[config.mk]
export PLATFORM = sky130hd
export DESIGN_NAME = mux_scan_nx1
export DESIGN_NICKNAME = d
export VERILOG_FILES = /design/src/rtl/mux_scan_nx1.sv
export SDC_FILE = /design/constraint.sdc
export NUM_CORES = 1
export LEC_CHECK = 0
export BUFFER_PORTS_ARGS = -buffer_cell sky130_fd_sc_hd__buf_2
export CAP_MARGIN = 20
export CORE_MARGIN = 2
export CORE_UTILIZATION = 44
export DETAILED_ROUTE_END_ITERATION = 10
export PLACE_DENSITY = 0.71
export SLEW_MARGIN = 40
export SYNTH_ARGS = -nofsm -noshare
export SYNTH_HDL_FRONTEND = slang
export SYNTH_SLANG_ARGS = --single-unit
[constraint.sdc]
create_clock -name clk -period 1.75 [get_ports clk]
set_input_delay 0.2625 -clock clk [delete_from_list [all_inputs] [get_ports clk]]
set_output_delay 0.2625 -clock clk [all_outputs]
set_load 0.02 [all_outputs]
[src/rtl/mux_scan_nx1.sv]
// N-channel, W-bit registered multiplexer with manual select and automatic dwell-timed scan.
// Optional per-channel enable mask for scan/manual selection when MUX_SCAN_MASK_EN is defined.
module mux_scan_nx1 #(
  parameter int N_CH    = 4,
  parameter int W       = 8,
  parameter int SEL_W   = 2,
  parameter int DWELL_W = 4
) (
  input  logic                clk,
  input  logic                rst_n,
  input  logic                en,
  input  logic                mode,
  input  logic [SEL_W-1:0]    sel,
  input  logic [DWELL_W-1:0]  dwell,
  input  logic [N_CH*W-1:0]   in_data,
`ifdef MUX_SCAN_MASK_EN
  input  logic [N_CH-1:0]     ch_mask,
`endif
  output logic [W-1:0]        out_data,
  output logic [SEL_W-1:0]    out_ch,
  output logic                out_valid,
  output logic                scan_wrap
);

  typedef enum logic [1:0] {IDLE, MANUAL, SCAN} state_t;

  state_t              r_state, w_state_nxt;
  logic [SEL_W-1:0]    r_cur_ch, w_cur_nxt;
  logic [DWELL_W-1:0]  r_cnt, w_cnt_nxt;
  logic [W-1:0]        r_out_data, w_data_nxt;
  logic [SEL_W-1:0]    r_out_ch, w_ch_nxt;
  logic                r_out_valid, w_valid_nxt;
  logic                r_scan_wrap, w_wrap_nxt;

  logic [N_CH-1:0]     w_mask;
  logic [SEL_W-1:0]    w_first, w_above;
  logic                w_any, w_has_above;
  logic                w_sel_ok;
  logic [W-1:0]        w_sel_data, w_scan_data;

`ifdef MUX_SCAN_MASK_EN
  assign w_mask = ch_mask;
`else
  assign w_mask = '1;
`endif

  // NOTE: every signal driven here gets a default first so no path leaves it unassigned (no latch).
  always_comb begin
    w_state_nxt = r_state;
    w_cur_nxt   = r_cur_ch;
    w_cnt_nxt   = r_cnt;
    w_data_nxt  = r_out_data;
    w_ch_nxt    = r_out_ch;
    w_valid_nxt = 1'b0;
    w_wrap_nxt  = 1'b0;
    w_sel_ok    = 1'b0;
    w_sel_data  = '0;
    w_scan_data = '0;
    w_first     = '0;
    w_any       = 1'b0;
    w_above     = '0;
    w_has_above = 1'b0;

    // Descending loops leave the lowest qualifying index in place.
    for (int k = N_CH-1; k >= 0; k--) begin
      if (w_mask[k]) begin
        w_first = SEL_W'(k);
        w_any   = 1'b1;
      end
      if (w_mask[k] && (k > int'(r_cur_ch))) begin
        w_above     = SEL_W'(k);
        w_has_above = 1'b1;
      end
    end

    if (!en)        w_state_nxt = IDLE;
    else if (!mode) w_state_nxt = MANUAL;
    else            w_state_nxt = SCAN;

    case (w_state_nxt)
      MANUAL: begin
        for (int k = 0; k < N_CH; k++) begin
          if ((int'(sel) == k) && w_mask[k]) begin
            w_sel_ok   = 1'b1;
            w_sel_data = in_data[k*W +: W];
          end
        end
        w_ch_nxt    = sel;
        w_data_nxt  = w_sel_data;
        w_valid_nxt = w_sel_ok;
      end
      SCAN: begin
        if (r_state != SCAN) begin
          w_cur_nxt = w_first;
          w_cnt_nxt = dwell;
        end else if (w_any) begin
          if (r_cnt == '0) begin
            w_cnt_nxt = dwell;
            if (w_has_above) begin
              w_cur_nxt = w_above;
            end else begin
              w_cur_nxt  = w_first;
              w_wrap_nxt = 1'b1;
            end
          end else begin
            w_cnt_nxt = r_cnt - DWELL_W'(1);
          end
        end
        for (int k = 0; k < N_CH; k++) begin
          if (int'(w_cur_nxt) == k) w_scan_data = in_data[k*W +: W];
        end
        // With every channel masked the previous output is held and flagged invalid.
        if (w_any) begin
          w_ch_nxt    = w_cur_nxt;
          w_data_nxt  = w_scan_data;
          w_valid_nxt = 1'b1;
        end
      end
      default: ;
    endcase
  end

  // NOTE: sequential state uses non-blocking assignments so every register samples pre-edge values.
  always_ff @(posedge clk or negedge rst_n) begin
    if (!rst_n) begin
      r_state     <= IDLE;
      r_cur_ch    <= '0;
      r_cnt       <= '0;
      r_out_data  <= '0;
      r_out_ch    <= '0;
      r_out_valid <= 1'b0;
      r_scan_wrap <= 1'b0;
    end else begin
      r_state     <= w_state_nxt;
      r_cur_ch    <= w_cur_nxt;
      r_cnt       <= w_cnt_nxt;
      r_out_data  <= w_data_nxt;
      r_out_ch    <= w_ch_nxt;
      r_out_valid <= w_valid_nxt;
      r_scan_wrap <= w_wrap_nxt;
    end
  end

  assign out_data  = r_out_data;
  assign out_ch    = r_out_ch;
  assign out_valid = r_out_valid;
  assign scan_wrap = r_scan_wrap;

endmodule

-- After elaboration in Yosys (flattened, before gate mapping)
Cells that the tools add are included.
- flip-flop bits (word level): 20
- output and inout port bits: 12
- word-level logic and storage cells: 57
- add/sub/neg operators: 1
- $lt $le $gt $ge: 3
- equal/unequal tests: 9
- multiplexer cells: 33
- reductions and logical operators: 4
- operator list (cell ; count):
    8-bit 2-to-1 mux ; 8
    2-bit 2-to-1 mux ; 9
    8-bit case mux with 2 select lines ; 1
    1-bit 2-to-1 mux ; 11
    2-bit equality test (second input constant) ; 5
    4-bit 2-to-1 mux ; 2
    2-bit by 1-bit equality test with 1-bit output (second input constant) ; 3
    2-bit greater-than comparator (first input constant) ; 2
    2-bit zero test ; 2
    4-bit zero test ; 1
    2-bit case mux with 2 select lines ; 1
    4-bit by 1-bit subtractor with 4-bit output (second input constant) ; 1
    1-bit by 2-bit greater-than comparator with 1-bit output (first input constant) ; 1
    2-bit inequality test (second input constant) ; 1
    1-bit case mux with 2 select lines ; 1
    2-bit nonzero test ; 1

-- Logic depth before layout (Yosys ltp)
Gate-level depths: netlist of run 1.
- word-level depth: 14
- gate-level depth with buffers: 8

-- Worst setup path before layout of run 1
No wires, ideal clock.
- path kind: register to register
- from: register r_cnt[0]
- to: register r_out_data[0] (netlist: out_data[0])
- library setup time: 0.077 ns
- arrival: 1.735 ns
- data required time: 1.673 ns
- slack: -0.063 ns
- cell stages (with the launch flop): 9
- path buffers: 1
- period minus slack after synthesis: 1.813 ns
- path through: dfrtp_1 > inv_1 > ha_1 > or3b_1 > buf_6 > nor3_4 > o21ai_0 > a41o_1 > a21oi_1
- word-level cells in the longest chain between the ends: 10
- elaborated cells between the ends (all ways): 13
- classes of those cells: eq/ne: 3; mux: 8; reduce/logical: 2
- ends and longest elaborated chain (what ; RTL line ; source):
    from (decl) ; 29 ; logic [DWELL_W-1:0] r_cnt, w_cnt_nxt;
    from (signal assigned) ; 136 ; r_cnt <= w_cnt_nxt;
    4-bit zero test * ; 97 ; if (r_cnt == '0) begin
    2-bit 2-to-1 mux * ; 97 ;
    2-bit 2-to-1 mux * ; 93 ; if (r_state != SCAN) begin
    2-bit 2-to-1 mux * ; 80 ; case (w_state_nxt)
    2-bit zero test ; 110 ; if (int'(w_cur_nxt) == k) w_scan_data = in_data[k*W +: W];
    8-bit 2-to-1 mux (3 in series) ; 110 ;
    8-bit 2-to-1 mux * ; 110 ;
    8-bit case mux with 2 select lines * ; 80 ;
    to (signal assigned) ; 137 ; r_out_data <= w_data_nxt;
    to (decl) ; 30 ; logic [W-1:0] r_out_data, w_data_nxt;
Mark *: on every way between the ends. The rest lies on a longest branch, timed or not. The select of a mux whose other input is x is not followed.
A chain may end at the register's enable or synchronous reset.

-- Worst setup path after layout of run 1
- from: register r_cur_ch[0]
- to: register r_out_data[3] (netlist: out_data[3])
- word-level cells in the longest chain between the ends: 14
- elaborated cells between the ends (all ways): 22
- classes of those cells: order compare: 3; eq/ne: 3; mux: 15; reduce/logical: 1
- ends and longest elaborated chain (what ; RTL line ; source):
    from (decl) ; 28 ; logic [SEL_W-1:0] r_cur_ch, w_cur_nxt;
    from (signal assigned) ; 135 ; r_cur_ch <= w_cur_nxt;
    2-bit greater-than comparator ; 70 ; if (w_mask[k] && (k > int'(r_cur_ch))) begin
    2-bit 2-to-1 mux or 1-bit 2-to-1 mux (tied branches) (3 in series) ; 70 ;
    2-bit 2-to-1 mux ; 99 ; if (w_has_above) begin
    2-bit 2-to-1 mux * ; 97 ;
    2-bit 2-to-1 mux * ; 93 ;
    2-bit 2-to-1 mux * ; 80 ;
    2-bit zero test ; 110 ;
    8-bit 2-to-1 mux (3 in series) ; 110 ;
    8-bit 2-to-1 mux * ; 110 ;
    8-bit case mux with 2 select lines * ; 80 ;
Marked as above.

==> results of run 1 <==
-- what timing repair did --
action	4_1_cts	5_1_grt
pin swaps	14	10
resized for setup	19	11
setup buffers	5	5
setup endpoints to repair	13	15
endpoints found under the hold margin	20	0
hold buffers	1	0
-- metrics by stage --
| stage | setup slack, ns | utilization [%] | area, um^2 | hold WS (ns) |
|---|---|---|---|---|
| finish | -0.205 | 72.2 | 2240 | 0.212 |
| global route | -0.320 | 72.2 | 2240 | 0.211 |
| CTS | -0.161 | 69.8 | 2170 | 0.190 |
| detailed placement | -0.270 | 63.8 | 1980 | 0.252 |
| global placement | -0.177 | 63.8 | 1980 | 0.244 |
| floorplan | -0.0110 | - | 1510 | -0.0331 |
-- layout make-up --
class	count	area, um^2	area share [%]
inverter	7	26.3	1.17
tap	44	55.1	2.46
clock buffer	3	22.5	1.01
multi-input combinational	124	1060	47.4
clock inverter	1	30.0	1.34
timing repair buffer	88	542	24.2
sequential	20	502	22.4
-- worst max-delay path, cell delays in order (launching register included) --
cell and delay [ns]:
dfrtp_1 0.43, inv_1 0.14, ha_2 0.31, nand3b_1 0.23
nor3_4 0.09, a21oi_4 0.34, o221ai_1 0.19, a21oi_1 0.15
-- metal layers --
metal	wire [um]	up-vias
li1	-	786
met1	2120	829
met2	2740	89
met3	411	10
met4	71	0
met5	0	-
-- registers in the layout (all words and copies together), names as in the netlist --
register / flops
r_cnt: 4
out_valid: 1
r_cur_ch: 2
r_state: 2
out_data: 8
scan_wrap: 1
out_ch: 2
-- synth_stat cells, drive strengths merged --
library cell	count
a41o	6
clkinv	1
a211oi	2
clkbuf	4
ha	5
mux4	2
nand3	9
nand3b	1
nor2	12
o211ai	1
nor3	7
dfrtp	20
nor3b	2
a21oi	10
nand2	8
or3b	1
o21bai	1
inv	6
a221oi	6
mux2i	2
nand2b	2
mux2	13
o221ai	8
a31oi	2
o21ba	1
buf	2
and3	2
nor2b	2
a22oi	3
o21ai	16
-- power by group --
group	leakage, uW	switching [uW]	total, uW	internal (uW)
sequential	0.000247	39.6	552	512
clock	0.0000279	168	399	231
combinational	0.000756	261	507	247
total	0.00103	468	1460	990
-- logic make-up after synthesis --
family / count (synthesis)
compound gates: 56
fa+ha+maj: 5
buf+inv: 13
flops: 20
mux: 17
simple gates: 46
-- worst max-delay path by stage --
stage | from | endpoint | slack [ns] | depth (start not counted)
finish | r_cur_ch[0] | out_data[3] | -0.21 | 7
global route | r_cur_ch[0] | out_data[3] | -0.32 | 7
CTS | r_cnt[1] | out_data[4] | -0.16 | 8
detailed placement | r_cnt[1] | out_data[7] | -0.27 | 7
global placement | r_cnt[0] | out_data[3] | -0.18 | 7
floorplan | r_cnt[0] | out_data[0] | -0.01 | 8
-- placed cells by master, fill, tap and decap left out, types with 4 or more instances in the layout --
cell type	Yosys	final
o221ai_2	0	5
buf_2	1	53
inv_1	6	4
mux2_2	13	12
a21oi_1	10	7
dfrtp_1	20	19
o21ai_1	2	4
a221oi_1	6	6
nand3_1	9	7
a41o_1	6	6
nor2_1	12	10
nand2_1	8	7
buf_4	0	31
o21ai_0	14	12
==> flow_summary.toml, run 1 <==
[drt]
dr.pass1.iters = 4
vias = 1714
drt_wl_total_mm = 5.35
drtAntennaViolNets = 0
initialDrtViolationCount = 171
drc = 0
routed_via_density = 5.97
wl_per_cell_um = 18.6

[job]
max-cap-violations = 0

[synth]
ys_types = 35
synth_mux_area_share_pct = 14.4
seq_area_frac_synth_pct = 34.2
synth_top_area_share_pct = 34.2
synth.avg_cell_area_um2 = 9.33
synth-xor-area-share_pct = 0
syn_nets = 204
yosysTopAreaCell = "dfrtp_1"
synth_top_family_by_area = "compound AO/OA/AOI/OAI gates"
netlist_area_um2 = 1470
synth-simple-area-share_pct = 16.7
ys_seq_elements = 20
synth_compound_area_share_pct = 26.5
syn-instance-count = 157
synth_warnings = 0
synth_area_leaders = "dfrtp_1 34%, mux2_2 10%, o21ai_0 4.8%"
yosys.area_share.adder_pct = 4.27

[cts]
cts_inserted_buffers = 3
cts_tree = "built"
cts_num_sinks = 20
clk_latency_ns = 0.31
clk_pin_slew_worst_paths_ns = 0.14
htreeDepth = 1
cts_root_buf = "clkbuf_4"
clockBufferDepth = 2

[worst_setup_path]
critPathKind = "reg -> reg"
r2r-end = "out_data[3]"
reg2regPathDepth = 7
cp.required_ns = 2.00
reg2reg_from = "r_cur_ch[0]"
path_max_fanout = 8
timing.reg2reg.setup_slack_ns = -0.21
timing.critical_path.arrival_ns = 2.21
critPathLaunchType = "flop"
end_kind = "flop"

[global_routing]
grt_pass1_vias = 1729
track_usage_pct = 29.1
grtUsageMet1_pct = 36.4
grt-ovfl-total = 0
antenna_found_initial = 0
grt_use_met2_pct = 52.3
top_usage_layer = "met2"
gr-usage-met3_pct = 3.52
grt_pass1_wl_mm = 8.09
grt_max_degree = 21

[floorplan]
num_rows = 20
coreArea_um2 = 3100
die_w_um = 61.7
initial_core_util_pct = 47.2
ios = 54
die_h_um = 61.7
die_area_um2 = 3810

[place]
portBuffers = 53
dp_cells = 272
routabilityCongestion = 0.854
post-dp-hpwl_mm = 3.60

[layout]
drive_gt1_share_pct = 55.1
synthToLayoutAreaGrowth_pct = 52.9
nFillCells = 253
antenna_cells = 0
stdcell_count = 287
finalNetCount = 291

[timing]
relSlewSlack_pct = 67.1
finalSetupViolCount = 10
clock.fmax_mhz = 511
setup_tns_ns = -1.57
post-route-period-util_pct = 112
drv_slew = 0
tightest_slew_ns = 0.494
layout_setup_ws_ns = -0.205
finalClockSkew_ns = 0.00617
rsz0062_at_grt = "true"
finalHoldViolations = 0
fin_crit_ns = 1.96

[run_status]
violations = "negative setup slack"
status = "finished with violations"

[power_and_ir_drop]
p_per_area_nw_per_um2 = 651
vdd.ir_drop.worst_uv = 419
p_total_uw = 1460
p_leak_uw = 0.00103

[worst_hold_path]
hold_end = "r_cnt[0]"
min_path_cells = 3
hp-class = "in -> reg"
hp-start = "dwell[0]"
Note: power is estimated with default switching activity, not from simulation.
==> inputs of run 2 (changes only) <==
- CORE_MARGIN: 2 -> 3
==> flow_summary.toml, run 2 (synthesized netlist as in run 1, its figures left out) <==
[worst_setup_path]
path_max_fanout = 4
timing.critical_path.arrival_ns = 2.12
crit_top_cell = "buf_4"
critPathLaunchType = "flop"
reg2regPathDepth = 9
cp.required_ns = 1.95
path_cells = "inv_2 -> ha_4 -> nor3b_2 -> buf_4 -> mux2i_1 -> nand2b_1 -> buf_4 -> a41o_1 -> a21oi_2"
cp-startpoint = "r_cnt[0]"
timing.reg2reg.setup_slack_ns = -0.17
cpMaxStageDelayCell = "dfrtp_1"
crit_path_end = "out_data[0]"
r2r-end = "out_data[0]"
reg2reg_from = "r_cnt[0]"
cp.depth = 9
critPathKind = "reg -> reg"
end_kind = "flop"
cp_num_buf_inv = 3
cpLargestDelayFamily = "buffers and inverters"
crit_path_max_incr_delay_ns = 0.41

[layout]
final_util_pct = 71.1
seqCellArea_um2 = 500
finalNetCount = 287
synthToLayoutAreaGrowth_pct = 50.6
nFillCells = 257
largest_reg_flops = 8
drive_gt1_share_pct = 53.1
layout_commonest_cell = "buf_2"
final_cell_mix = "53 x buf_2, 28 x buf_4, 20 x dfrtp_1, 12 x mux2_2, 11 x nor2_1"
antenna_cells = 0
multi_input_area_um2 = 1060

[job]
max-cap-violations = 0

[place]
post-dp-hpwl_mm = 3.72
routabilityCongestion = 0.817
portBuffers = 53

[global_routing]
grt_pass1_wl_mm = 8.46
track_usage_pct = 26.6
grt_pass1_vias = 1791
grt-ovfl-total = 0
grt_max_degree = 21
antenna_found_initial = 0

[floorplan]
coreArea_um2 = 3100
ios = 54
num_rows = 20
die_area_um2 = 4060
die_h_um = 63.7
die_w_um = 63.7
initial_core_util_pct = 47.2

[power_and_ir_drop]
p_leak_uw = 0.00101
p_sw_uw = 453
p_total_uw = 1430
power_frac_seq_pct = 38.2
vdd.ir_drop.worst_uv = 380
p_per_area_nw_per_um2 = 650
clock_power_share_pct = 27.0
netSwitchingFraction_pct = 31.6
pwr-share-comb_pct = 34.7
p_int_uw = 981

[drt]
vias = 1734
initialDrtViolationCount = 140
drt_wl_total_mm = 5.24
drc = 0
dr.pass1.iters = 6
drtAntennaViolNets = 0
wl_per_cell_um = 18.5
routed_via_density = 6.13

[cts]
htreeDepth = 1
clk_latency_ns = 0.31
cts_root_buf = "clkbuf_4"
cts_tree = "built"
clk_pin_slew_worst_paths_ns = 0.13
cts_num_sinks = 20
clockBufferDepth = 2
cts_inserted_buffers = 3

[timing]
finalClockSkew_ns = 0.00820
fin_crit_ns = 1.92
relSlewSlack_pct = 62.7
layout_setup_ws_ns = -0.167
rsz0062_at_grt = "true"
finalSetupViolCount = 10
tightest_slew_ns = 0.558
clock.fmax_mhz = 522
finalHoldViolations = 0
post-route-period-util_pct = 110
drv_slew = 0

[worst_hold_path]
hp-class = "in -> reg"

[run_status]
violations = "negative setup slack"
status = "finished with violations"
## run 2: cell type report
class | instances | area share [%]
clock inverter | 1 | 1.36
timing repair buffer | 84 | 23.0
multi-input combinational | 124 | 48.2
sequential | 20 | 22.7
tap | 44 | 2.50
clock buffer | 3 | 1.02
inverter | 7 | 1.19
## run 2: power by group through the flow
stage / Clock, uW / Combinational [uW] / Sequential, uW
floorplan: 0 / 199 / 591
global placement: 0 / 406 / 551
detailed placement: 0 / 424 / 553
CTS: 398 / 477 / 547
global route: 415 / 542 / 553
finish: 388 / 498 / 548
## run 2: worst min path at each step
| stage | slack [ns] | depth (start not counted) | startpoint | endpoint |
|---|---|---|---|---|
| 2_1_floorplan | -0.03 | 0 | rst_n | out_ch[0] |
| 3_3_place_gp | 0.24 | 1 | rst_n | scan_wrap |
| 3_5_place_dp | 0.24 | 1 | rst_n | r_cnt[3] |
| 4_1_cts | 0.19 | 3 | dwell[0] | r_cnt[0] |
| 5_1_grt | 0.21 | 3 | dwell[0] | r_cnt[0] |
| 6_report | 0.20 | 3 | dwell[0] | r_cnt[0] |
## run 2: metal layers
| layer | share of wire, % | vias to the layer above | global-route usage (%) |
|---|---|---|---|
| li1 | - | 782 | - |
| met1 | 40 | 836 | 34.2 |
| met2 | 50 | 95 | 44.2 |
| met3 | 7.7 | 21 | 3.74 |
| met4 | 1.9 | 0 | 11.9 |
| met5 | 0 | - | 0 |
## run 2: worst register-to-register path: cells and delay by family, from the launching register on
kind | cells | cell delay [ns]
compound gates | 2 | 0.24
fa+ha+maj | 1 | 0.12
buf+inv | 3 | 0.41
flops | 1 | 0.41
mux | 1 | 0.23
simple gates | 2 | 0.41
## run 2: repair_timing
item / 4_1_cts / 5_1_grt
buffers inserted: 6 / 2
hold buffers: 1 / 0
pin swaps: 13 / 7
endpoints found under the setup margin: 13 / 15
gates resized for setup: 24 / 5
hold endpoints to repair: 20 / 0
## run 2: stage by stage
| stage | std cells | worst slack, ns | area [um^2] | setup TNS (ns) | hold slack, ns |
|---|---|---|---|---|---|
| after floorplan | 157 | -0.0110 | 1510 | -0.0657 | -0.0331 |
| after global placement | 270 | -0.180 | 1960 | -1.42 | 0.238 |
| after detailed placement | 270 | -0.300 | 1960 | -2.04 | 0.242 |
| after CTS | 281 | -0.159 | 2170 | -1.12 | 0.194 |
| after global routing | 283 | -0.250 | 2210 | -2.23 | 0.207 |
| final | 283 | -0.167 | 2210 | -1.21 | 0.204 |
==> inputs of run 3 (changes only) <==
- CORE_ASPECT_RATIO: default -> 0.5
- CORE_UTILIZATION: 44 -> 46
- CTS_BUF_LIST: default -> sky130_fd_sc_hd__clkbuf_2
- PLACE_DENSITY: 0.71 -> 0.74
==> flow_summary.toml, run 3 (synthesized netlist as in run 1, its figures left out) <==
[worst_setup_path]
reg2regPathDepth = 8
crit_path_max_incr_delay_ns = 0.45
timing.critical_path.arrival_ns = 2.20
end_kind = "flop"
path_max_fanout = 8
critPathLaunchType = "flop"
cpLargestDelayFamily = "simple AND/OR/NAND/NOR gates"
critPathKind = "reg -> reg"
cpMaxStageDelayCell = "dfrtp_1"
cp_num_buf_inv = 2
r2r-end = "out_data[1]"
cp.required_ns = 1.97
timing.reg2reg.setup_slack_ns = -0.23
reg2reg_from = "r_cnt[1]"
path_cells = "inv_2 -> ha_4 -> or3b_4 -> buf_6 -> nor3_4 -> a31oi_4 -> o221ai_2 -> a21oi_2"
cp.depth = 8

[drt]
initialDrtViolationCount = 77
vias = 1671
dr.pass1.iters = 4
wl_per_cell_um = 17.6
drtAntennaViolNets = 0
drt_wl_total_mm = 5.01
drc = 0
routed_via_density = 5.88

[timing]
post-route-period-util_pct = 113
layout_setup_ws_ns = -0.233
finalSetupViolCount = 11
clock.fmax_mhz = 504
finalClockSkew_ns = 0.0160
holdWs_ns = 0.137
rsz0062_at_grt = "true"
finalHoldViolations = 0
drv_slew = 0
setup_tns_ns = -1.80
relSlewSlack_pct = 64.0
tightest_slew_ns = 0.539
fin_crit_ns = 1.98

[cts]
cts_tree = "built"
clockBufferDepth = 2
cts_num_sinks = 20
clk_pin_slew_worst_paths_ns = 0.21
cts_root_buf = "clkbuf_2"
clk_latency_ns = 0.33
htreeDepth = 1
cts_inserted_buffers = 3

[place]
post-dp-hpwl_mm = 3.54
detailedPlace.worstSlack_ns = -0.288
routabilityCongestion = 0.891
portBuffers = 53
dp_cells = 267

[global_routing]
track_usage_pct = 26.6
grt-ovfl-total = 0
grt_pass1_wl_mm = 7.97
grt_pass1_vias = 1672
grt_max_degree = 21
antenna_found_initial = 0

[worst_hold_path]
hold_end = "out_valid"
hp-start = "en"
hp-class = "in -> reg"
min_path_cells = 1

[run_status]
status = "finished with violations"
violations = "negative setup slack"

[power_and_ir_drop]
power_frac_seq_pct = 42.9
vdd.ir_drop.worst_uv = 415
netSwitchingFraction_pct = 35.4
p_int_uw = 825
p_per_area_nw_per_um2 = 566
clock_power_share_pct = 15.7
p_leak_uw = 0.00104
p_sw_uw = 452
pwr-share-comb_pct = 41.5

[layout]
antenna_cells = 0
final_cell_mix = "53 x buf_2, 34 x buf_4, 20 x dfrtp_1, 13 x mux2_2, 10 x nor2_1"
drive_gt1_share_pct = 57.9
synthToLayoutAreaGrowth_pct = 54.0
stdcell_count = 284
largest_reg_flops = 8
layout_commonest_cell = "buf_2"
finalNetCount = 295

[floorplan]
die_w_um = 85.8
die_h_um = 45.9
coreArea_um2 = 2810
ios = 54
die_area_um2 = 3940
num_rows = 13
initial_core_util_pct = 52.1

[job]
max-cap-violations = 0
==> run 3: metrics by stage <==
stage | power (uW) | util, % | area [um^2]
2_1_floorplan | 789 | - | 1510
3_3_place_gp | 975 | 70.6 | 1990
3_5_place_dp | 987 | 70.6 | 1990
6_report | 1280 | 80.2 | 2260
5_1_grt | 1360 | 80.2 | 2260
4_1_cts | 1230 | 75.7 | 2130
==> run 3: power by group through the flow <==
stage / sequential, uW / clock [uW] / combinational [uW]
after floorplan: 591 / 0 / 199
after global placement: 550 / 0 / 425
after detailed placement: 553 / 0 / 434
after CTS: 546 / 202 / 483
after global routing: 554 / 227 / 579
final: 548 / 200 / 530
==> run 3: layer usage <==
metal	vias up	global-route usage, %	share of wire, %
met2	63	48.8	49
met4	0	7.57	0.42
met1	807	32.9	44
met3	4	5.05	6.6
met5	-	0	0
li1	797	-	-
==> run 3: final cells by class <==
cell class              count  area (um^2)
multi-input cells         124         1090
inverters                   7         26.3
repair buffers             92          576
clock inverters             1         3.75
well taps                  37         46.3
clock buffers               3         15.0
flip-flops and latches     20          500
fillers                   176          558
==> run 3: worst max-delay path by stage <==
stage | start | to | slack [ns]
final | r_cnt[1] | out_data[1] | -0.23
after floorplan | r_cnt[0] | out_data[0] | -0.01
after detailed placement | r_cnt[0] | out_data[6] | -0.29
after CTS | r_cnt[1] | out_data[6] | -0.20
after global placement | r_cnt[0] | out_data[1] | -0.20
after global routing | r_cnt[1] | out_data[4] | -0.32
==> run 3: repair_timing <==
item                                   CTS  global route
setup endpoints to repair               12            16
resized for setup                       18            24
pin swaps                                7            11
hold buffers                             1             0
buffers inserted                         8             4
endpoints found under the hold margin   20             0
